<file path="config.mk">
export PLATFORM = sky130hd
export DESIGN_NAME = csr_spmv_ctrl
export DESIGN_NICKNAME = d
export VERILOG_FILES = /design/src/rtl/hht_pkg.sv /design/src/rtl/spmv_mac.sv /design/src/rtl/csr_spmv_ctrl.sv
export SDC_FILE = /design/constraint.sdc
export NUM_CORES = 2
export LEC_CHECK = 0
export BUFFER_PORTS_ARGS = -buffer_cell sky130_fd_sc_hd__buf_2
export CAP_MARGIN = 15
export CORE_UTILIZATION = 61
export CTS_CLUSTER_DIAMETER = 100
export CTS_CLUSTER_SIZE = 8
export DETAILED_ROUTE_END_ITERATION = 12
export MAX_ROUTING_LAYER = met4
export PLACE_DENSITY = 0.91
export SYNTH_ARGS = -nofsm -noshare
export SYNTH_HDL_FRONTEND = slang
export SYNTH_SLANG_ARGS = --single-unit
</file>
<file path="constraint.sdc">
create_clock -name Clk -period 9.6 [get_ports Clk]
set_input_delay 0.48 -clock Clk [delete_from_list [all_inputs] [get_ports Clk]]
set_output_delay 0.48 -clock Clk [all_outputs]
set_load 0.1 [all_outputs]
</file>
<file path="src/rtl/hht_pkg.sv">
// hht_pkg
// Shared definitions for the HHT sparse-matrix datapath.
// Holds the default width constants for the CSR engine and the state
// encoding of its sequencing FSM.  No ports; imported by csr_spmv_ctrl.
package hht_pkg;

    localparam int DEF_DATA_W = 32;
    localparam int DEF_ADDR_W = 32;
    localparam int DEF_IDX_W  = 16;
    localparam int DEF_ACC_W  = 64;

    // Sequencing states of the CSR walker.
    typedef enum logic [2:0] {
        IDLE,
        PTR0,
        PTR,
        COL,
        VEC,
        EMIT,
        DONE
    } state_t;

endpackage

</file>
<file path="src/rtl/spmv_mac.sv">
// spmv_mac
// Registered multiply-accumulate used by the CSR engine for one row's dot
// product.  The unsigned product is widened to ACC_W and added with
// modulo-2^ACC_W wrap.
//   clk_i, rst_ni : clock and asynchronous active-low reset
//   clear_i       : zero the accumulator (has priority over en_i)
//   en_i          : add a_i*b_i into the accumulator
//   a_i, b_i      : DATA_W-bit unsigned operands
//   acc_o         : registered accumulator value
module spmv_mac #(
    parameter int DATA_W = 32,
    parameter int ACC_W  = 64
) (
    input  logic              clk_i,
    input  logic              rst_ni,
    input  logic              clear_i,
    input  logic              en_i,
    input  logic [DATA_W-1:0] a_i,
    input  logic [DATA_W-1:0] b_i,
    output logic [ACC_W-1:0]  acc_o
);

    logic [2*DATA_W-1:0] prod;
    logic [ACC_W-1:0]    acc_q;
    logic [ACC_W-1:0]    acc_d;

    // Full-width unsigned product; operands are zero-extended first so the
    // multiply is evaluated at 2*DATA_W bits.
    assign prod = {{DATA_W{1'b0}}, a_i} * {{DATA_W{1'b0}}, b_i};

    // Next accumulator value: clear wins over accumulate, otherwise hold.
    always_comb begin
        acc_d = acc_q;
        if (clear_i) begin
            acc_d = '0;
        end else if (en_i) begin
            acc_d = acc_q + ACC_W'(prod);
        end
    end

    // Accumulator register.
    always_ff @(posedge clk_i or negedge rst_ni) begin
        if (!rst_ni) begin
            acc_q <= '0;
        end else begin
            acc_q <= acc_d;
        end
    end

    assign acc_o = acc_q;

endmodule

</file>
<file path="src/rtl/csr_spmv_ctrl.sv">
// csr_spmv_ctrl
// CSR sparse-matrix x dense-vector engine.  Walks the row-pointer,
// column-index, value and vector arrays through two combinational-read
// memory ports and streams one dot product per row on a valid/ready port.
//   Clk, Rst                         : clock, asynchronous active-low reset
//   start                            : begin a job (sampled only in IDLE)
//   n_rows, n_cols                   : matrix dimensions, latched at start
//   row_base/col_base/val_base/vec_base : array base addresses, latched at start
//   addr1, rd1, dataIn1              : port 1, row pointers and column indices
//   addr2, rd2, dataIn2              : port 2, values and vector entries
//   busy, done                       : job active, one-cycle completion pulse
//   y_valid, y_ready, y_row, y_data  : result stream
//   err                              : sticky out-of-range column flag
module csr_spmv_ctrl
    import hht_pkg::*;
#(
    parameter int DATA_W = DEF_DATA_W,
    parameter int ADDR_W = DEF_ADDR_W,
    parameter int IDX_W  = DEF_IDX_W,
    parameter int ACC_W  = DEF_ACC_W
) (
    input  logic              Clk,
    input  logic              Rst,
    input  logic              start,
    input  logic [IDX_W-1:0]  n_rows,
    input  logic [IDX_W-1:0]  n_cols,
    input  logic [ADDR_W-1:0] row_base,
    input  logic [ADDR_W-1:0] col_base,
    input  logic [ADDR_W-1:0] val_base,
    input  logic [ADDR_W-1:0] vec_base,
    output logic [ADDR_W-1:0] addr1,
    output logic              rd1,
    input  logic [DATA_W-1:0] dataIn1,
    output logic [ADDR_W-1:0] addr2,
    output logic              rd2,
    input  logic [DATA_W-1:0] dataIn2,
    output logic              busy,
    output logic              done,
    output logic              y_valid,
    input  logic              y_ready,
    output logic [IDX_W-1:0]  y_row,
    output logic [ACC_W-1:0]  y_data,
    output logic              err
);

    state_t            state_q, state_d;
    logic [IDX_W-1:0]  nRows_q, nCols_q;
    logic [ADDR_W-1:0] rowBase_q, colBase_q, valBase_q, vecBase_q;
    logic [IDX_W-1:0]  r_q, r_d;
    logic [ADDR_W-1:0] k_q, k_d;
    logic [ADDR_W-1:0] kend_q, kend_d;
    logic [IDX_W-1:0]  col_q, col_d;
    logic [DATA_W-1:0] val_q, val_d;
    logic              err_q, err_d;
    logic [ADDR_W-1:0] addr1Hold_q, addr2Hold_q;

    logic [ADDR_W-1:0] addr1Now, addr2Now;
    logic              rd1Now, rd2Now;
    logic              loadCfg;
    logic              macClear, macEn;
    logic [ACC_W-1:0]  acc;

    // Memory words reinterpreted as pointers / column indices (low bits, or
    // zero-extended when the data word is narrower).
    logic [ADDR_W-1:0] ptrIn;
    logic [IDX_W-1:0]  colIn;
    logic [ADDR_W-1:0] kNext;
    logic [IDX_W-1:0]  rNext;

    assign ptrIn = ADDR_W'(dataIn1);
    assign colIn = IDX_W'(dataIn1);
    assign kNext = k_q + 1'b1;
    assign rNext = r_q + 1'b1;

    // Next-state, datapath updates and memory port drive.  Address outputs
    // default to the held value so they keep their last address whenever
    // the corresponding read strobe is low.
    always_comb begin
        state_d  = state_q;
        r_d      = r_q;
        k_d      = k_q;
        kend_d   = kend_q;
        col_d    = col_q;
        val_d    = val_q;
        err_d    = err_q;
        rd1Now   = 1'b0;
        rd2Now   = 1'b0;
        addr1Now = addr1Hold_q;
        addr2Now = addr2Hold_q;
        loadCfg  = 1'b0;
        macClear = 1'b0;
        macEn    = 1'b0;

        case (state_q)
            IDLE: begin
                if (start) begin
                    loadCfg = 1'b1;
                    err_d   = 1'b0;
                    r_d     = '0;
                    state_d = PTR0;
                end
            end
            PTR0: begin
                rd1Now   = 1'b1;
                addr1Now = rowBase_q;
                k_d      = ptrIn;
                state_d  = (nRows_q == '0) ? DONE : PTR;
            end
            PTR: begin
                rd1Now   = 1'b1;
                addr1Now = rowBase_q + ADDR_W'(r_q) + 1'b1;
                kend_d   = ptrIn;
                macClear = 1'b1;
                state_d  = (k_q == ptrIn) ? EMIT : COL;
            end
            COL: begin
                rd1Now   = 1'b1;
                rd2Now   = 1'b1;
                addr1Now = colBase_q + k_q;
                addr2Now = valBase_q + k_q;
                col_d    = colIn;
                val_d    = dataIn2;
                // Out-of-range column: flag it and skip the vector read.
                if (colIn >= nCols_q) begin
                    err_d   = 1'b1;
                    k_d     = kNext;
                    state_d = (kNext != kend_q) ? COL : EMIT;
                end else begin
                    state_d = VEC;
                end
            end
            VEC: begin
                rd2Now   = 1'b1;
                addr2Now = vecBase_q + ADDR_W'(col_q);
                macEn    = 1'b1;
                k_d      = kNext;
                state_d  = (kNext != kend_q) ? COL : EMIT;
            end
            EMIT: begin
                if (y_ready) begin
                    r_d     = rNext;
                    state_d = (rNext == nRows_q) ? DONE : PTR;
                end
            end
            DONE: begin
                state_d = IDLE;
            end
            default: begin
                state_d = IDLE;
            end
        endcase
    end

    // FSM state, row/pointer counters, latched column/value and error flag.
    always_ff @(posedge Clk or negedge Rst) begin
        if (!Rst) begin
            state_q     <= IDLE;
            r_q         <= '0;
            k_q         <= '0;
            kend_q      <= '0;
            col_q       <= '0;
            val_q       <= '0;
            err_q       <= 1'b0;
            addr1Hold_q <= '0;
            addr2Hold_q <= '0;
        end else begin
            state_q     <= state_d;
            r_q         <= r_d;
            k_q         <= k_d;
            kend_q      <= kend_d;
            col_q       <= col_d;
            val_q       <= val_d;
            err_q       <= err_d;
            addr1Hold_q <= addr1Now;
            addr2Hold_q <= addr2Now;
        end
    end

    // Job configuration, captured only when a start is accepted so that
    // input changes during a job have no effect.
    always_ff @(posedge Clk or negedge Rst) begin
        if (!Rst) begin
            nRows_q   <= '0;
            nCols_q   <= '0;
            rowBase_q <= '0;
            colBase_q <= '0;
            valBase_q <= '0;
            vecBase_q <= '0;
        end else if (loadCfg) begin
            nRows_q   <= n_rows;
            nCols_q   <= n_cols;
            rowBase_q <= row_base;
            colBase_q <= col_base;
            valBase_q <= val_base;
            vecBase_q <= vec_base;
        end
    end

    spmv_mac #(
        .DATA_W (DATA_W),
        .ACC_W  (ACC_W)
    ) uMac (
        .clk_i   (Clk),
        .rst_ni  (Rst),
        .clear_i (macClear),
        .en_i    (macEn),
        .a_i     (val_q),
        .b_i     (dataIn2),
        .acc_o   (acc)
    );

    assign addr1   = addr1Now;
    assign addr2   = addr2Now;
    assign rd1     = rd1Now;
    assign rd2     = rd2Now;
    assign busy    = (state_q != IDLE) && (state_q != DONE);
    assign done    = (state_q == DONE);
    assign y_valid = (state_q == EMIT);
    assign y_row   = r_q;
    assign y_data  = acc;
    assign err     = err_q;

endmodule

</file>
==> flow_metrics.py <==
metrics = {
    "yosys": {
        "synthSimpleGateAreaFrac": 0.166,
        "synth_top_cell_by_area": "fa_1",
        "ys.flop_type": "dfrtp_1",
        "synth_area_sq_um": 59300,
        "synth_xor_area_frac": 0.0371,
        "yosys-mux-area-fraction": 0.0289,
        "synthCells": 6567,
        "synth_top_cell_area_share": 0.325,
        "ys_seq_area_frac": 0.177,
        "synthArstFlopShare": 1.00,
        "yosys_register_bits": 420,
        "syn_area_per_cell_sq_um": 9.03,
        "ys.warnings.count": 0,
        "yosys.cell_types.count": 99,
        "synthAdderAreaFrac": 0.400,
        "synth-edff-count": 0,
        "syn-num-nets": 8113,
        "synth_compound_area_frac": 0.0953,
        "synth_area_leaders": "fa_1 33%, dfrtp_1 18%, ha_1 7.5%, inv_1 7.3%, nand2_1 6.8%",
        "synth_top_family_by_area": "adder cells",
    },
    "route": {
        "vias_per_cell": 6.13,
        "vias": 49182,
        "drt-total-wl_mm": 186,
        "drtIter0Drc": 5237,
        "drc": 0,
        "antenna_left": 0,
        "wl_per_cell_um": 23.1,
        "drtPass1Iterations": 11,
    },
    "cts": {
        "clockBufferDepth": 3,
        "clk_latency_ps": 660,
        "htree_levels": 2,
        "cts_buffers": 59,
        "cts_tree": "built",
        "cts_num_sinks": 420,
        "cts-root-buf": "clkbuf_16",
        "cts_resized": 0,
        "path_clk_slew_ps": 60,
    },
    "placement": {
        "place_area_sq_um": 62000,
        "routabilityCongestion": 0.993,
        "post-dp-hpwl_mm": 143,
        "dpl.cell_count": 7928,
        "numPortBuffers": 377,
    },
    "finish": {
        "final_cells": 8024,
        "multi_input_area_sq_um": 43200,
        "fin_area_sq_um": 63700,
        "fin_nets": 8274,
        "area.growth.synth_to_final_pct": 7.50,
        "regArea_sq_um": 10500,
        "drive_gt1_frac": 0.105,
        "num-fill-cells": 7224,
    },
    "floorplanning": {
        "io_pins": 378,
        "dieWidth_um": 314,
        "die-area_sq_um": 98400,
        "die_h_um": 314,
        "rows": 113,
        "coreArea_sq_um": 95600,
        "initial_utilization": 0.620,
    },
    "worst_setup_path": {
        "crit_buf_inv": 8,
        "critPathTopFamily": "adder cells",
        "required_ps": 10110,
        "crit_type": "reg -> reg",
        "arrival_ps": 9250,
        "critPathCaptureType": "flop",
        "cpMostUsedCell": "fa_1",
        "crit_slowest_cell": "dfrtp_1",
        "cp_max_fo": 19,
        "start_kind": "flop",
        "max_stage_delay_ps": 1180,
    },
    "sta": {
        "hold_viol_final": 0,
        "fmax_mhz": 114,
        "rsz0062_at_grt": "false",
        "setup_violations": 0,
        "skew_ps": 48.1,
        "min_period_over_period": 0.910,
        "maxSlewViolCount": 0,
        "setup_tns_ps": 0,
        "period_minus_slack_ps": 8740,
        "slew-limit-headroom": 0.160,
        "tightestPinTransition_ps": 1260,
    },
    "worst_hold_path": {
        "hold_class": "in -> reg",
    },
    "global_routing": {
        "antenna_found_initial": 21,
        "grt-ovfl-total": 0,
        "grt_first_pass_wirelength_mm": 294,
        "grt_pass1_vias": 52748,
        "grt_max_degree": 88,
        "grt_use_total": 0.400,
    },
    "run_status": {
        "outcome": "finished, final reports clean",
    },
    "run": {
        "cap_viol_max_count": 0,
    },
}
## layer usage
layer	vias up	GRT usage	part of all wire
met5	-	-	0
li1	20858	-	-
met1	24276	0.484	0.36
met3	801	0.114	0.13
met2	3247	0.607	0.45
met4	0	0.216	0.063
## synth_stat cells (8+ instances only)
| cell type | instances |
|---|---|
| a211o_1 | 12 |
| a211oi_1 | 28 |
| a21boi_0 | 11 |
| a21o_1 | 91 |
| a21oi_1 | 196 |
| a221o_1 | 9 |
| a221oi_1 | 10 |
| a22o_1 | 10 |
| a22oi_1 | 24 |
| a31oi_1 | 32 |
| and2_1 | 463 |
| and3_1 | 24 |
| buf_1 | 13 |
| buf_2 | 18 |
| clkbuf_1 | 312 |
| dfrtp_1 | 420 |
| fa_1 | 963 |
| ha_1 | 355 |
| inv_1 | 1150 |
| mux2_2 | 139 |
| mux2i_1 | 15 |
| nand2_1 | 1075 |
| nand2b_1 | 20 |
| nand3_1 | 84 |
| nand4_1 | 47 |
| nor2_1 | 171 |
| nor2b_1 | 20 |
| nor3_1 | 54 |
| nor3b_1 | 8 |
| nor4_1 | 20 |
| o211ai_1 | 21 |
| o21a_1 | 28 |
| o21ai_0 | 227 |
| o21ai_1 | 9 |
| o21bai_1 | 22 |
| o221ai_1 | 18 |
| o22ai_1 | 14 |
| o31ai_1 | 14 |
| or3_1 | 19 |
| xnor2_1 | 164 |
| xor2_1 | 87 |
## layout by cell type (no fill, tap or decap), types with 91 or more instances in the layout
master / Yosys / layout
and2_1: 463 / 463
fa_1: 963 / 963
a21o_1: 91 / 91
o21ai_0: 227 / 227
ha_1: 355 / 355
a21oi_1: 196 / 195
mux2_2: 139 / 139
nor2_1: 171 / 167
dfrtp_1: 420 / 419
nand2_1: 1075 / 1073
xnor2_1: 164 / 164
inv_1: 1150 / 1150
buf_2: 18 / 376
## metrics by stage
| stage | hold slack [ps] | utilization | setup WS, ps |
|---|---|---|---|
| CTS | 8.15 | 0.666 | 1000 |
| global placement | 456 | 0.649 | 1220 |
| finish | 26.6 | 0.667 | 861 |
| global route | 37.3 | 0.667 | 532 |
| floorplan | 184 | - | 1870 |
| detailed placement | 458 | 0.649 | 1050 |
## path summary, 6_finish.rpt
kind / from / endpoint / slack, ps / cells after the start
max in group asynchronous: Rst / uMac.acc_o[27] / 7010 / 4
hold / removal: row_base[18] / rowBase_q[18] / 30 / 3
hold reg to reg: addr2Hold_q[1] / addr2Hold_q[1] / 470 / 2
setup reg to reg: val_q[7] / uMac.acc_o[41] / 860 / 27
min in group asynchronous: Rst / valBase_q[14] / 420 / 2
setup / recovery: val_q[7] / uMac.acc_o[41] / 860 / 27
## logic make-up (layout without fill, tap and decap cells)
group	Yosys count	after routing
AOI/OAI and AO/OA	864	864
other	0	25
DFF	420	420
buffers and inverters	1497	1664
and+or+nand+nor	2063	2063
adders and majority gates	1318	1318
xor gates and xnor gates	251	251
muxes	154	154
## final cells by class
class | instances | area share
antenna | 25 | 0.000982
clock buffer | 62 | 0.0233
clock inverter | 5 | 0.00179
inverter | 1150 | 0.0677
multi-input combinational | 4650 | 0.678
sequential | 420 | 0.165
tap | 1265 | 0.0248
timing repair buffer | 447 | 0.0389
## timing repair
action,4_1_cts,5_1_grt
endpoints found under the hold margin,84,0
hold buffers,1,0
setup buffers,0,0
## worst reg2reg max path: stages, from the launching register on
cell	delay, ps
dfrtp_1	1180
buf_4	330
nand2_1	80
fa_1	390
inv_1	90
fa_1	430
fa_1	520
inv_1	60
fa_1	470
inv_1	50
fa_1	510
inv_1	60
fa_1	540
inv_1	50
fa_1	520
inv_1	60
fa_1	490
inv_1	50
ha_1	360
nand2_1	110
nor3_1	300
nand4_1	150
a211oi_1	370
nor2_1	120
o21ai_0	440
a21boi_0	310
o2111a_1	300
a211o_1	270
## state kept, by name, summed over array words and instances, names as in the netlist
register     flops
state_q          3
valBase_q       32
val_q           32
k_q             32
vecBase_q       32
kend_q          32
uMac.acc_o      64
y_row           16
nRows_q         16
addr1Hold_q     32
rowBase_q       32
nCols_q         16
colBase_q       32
addr2Hold_q     32
col_q           16
err              1
Power is not shown: default switching activity piles up to over one toggle a cycle in this logic, so the estimate is an artifact.
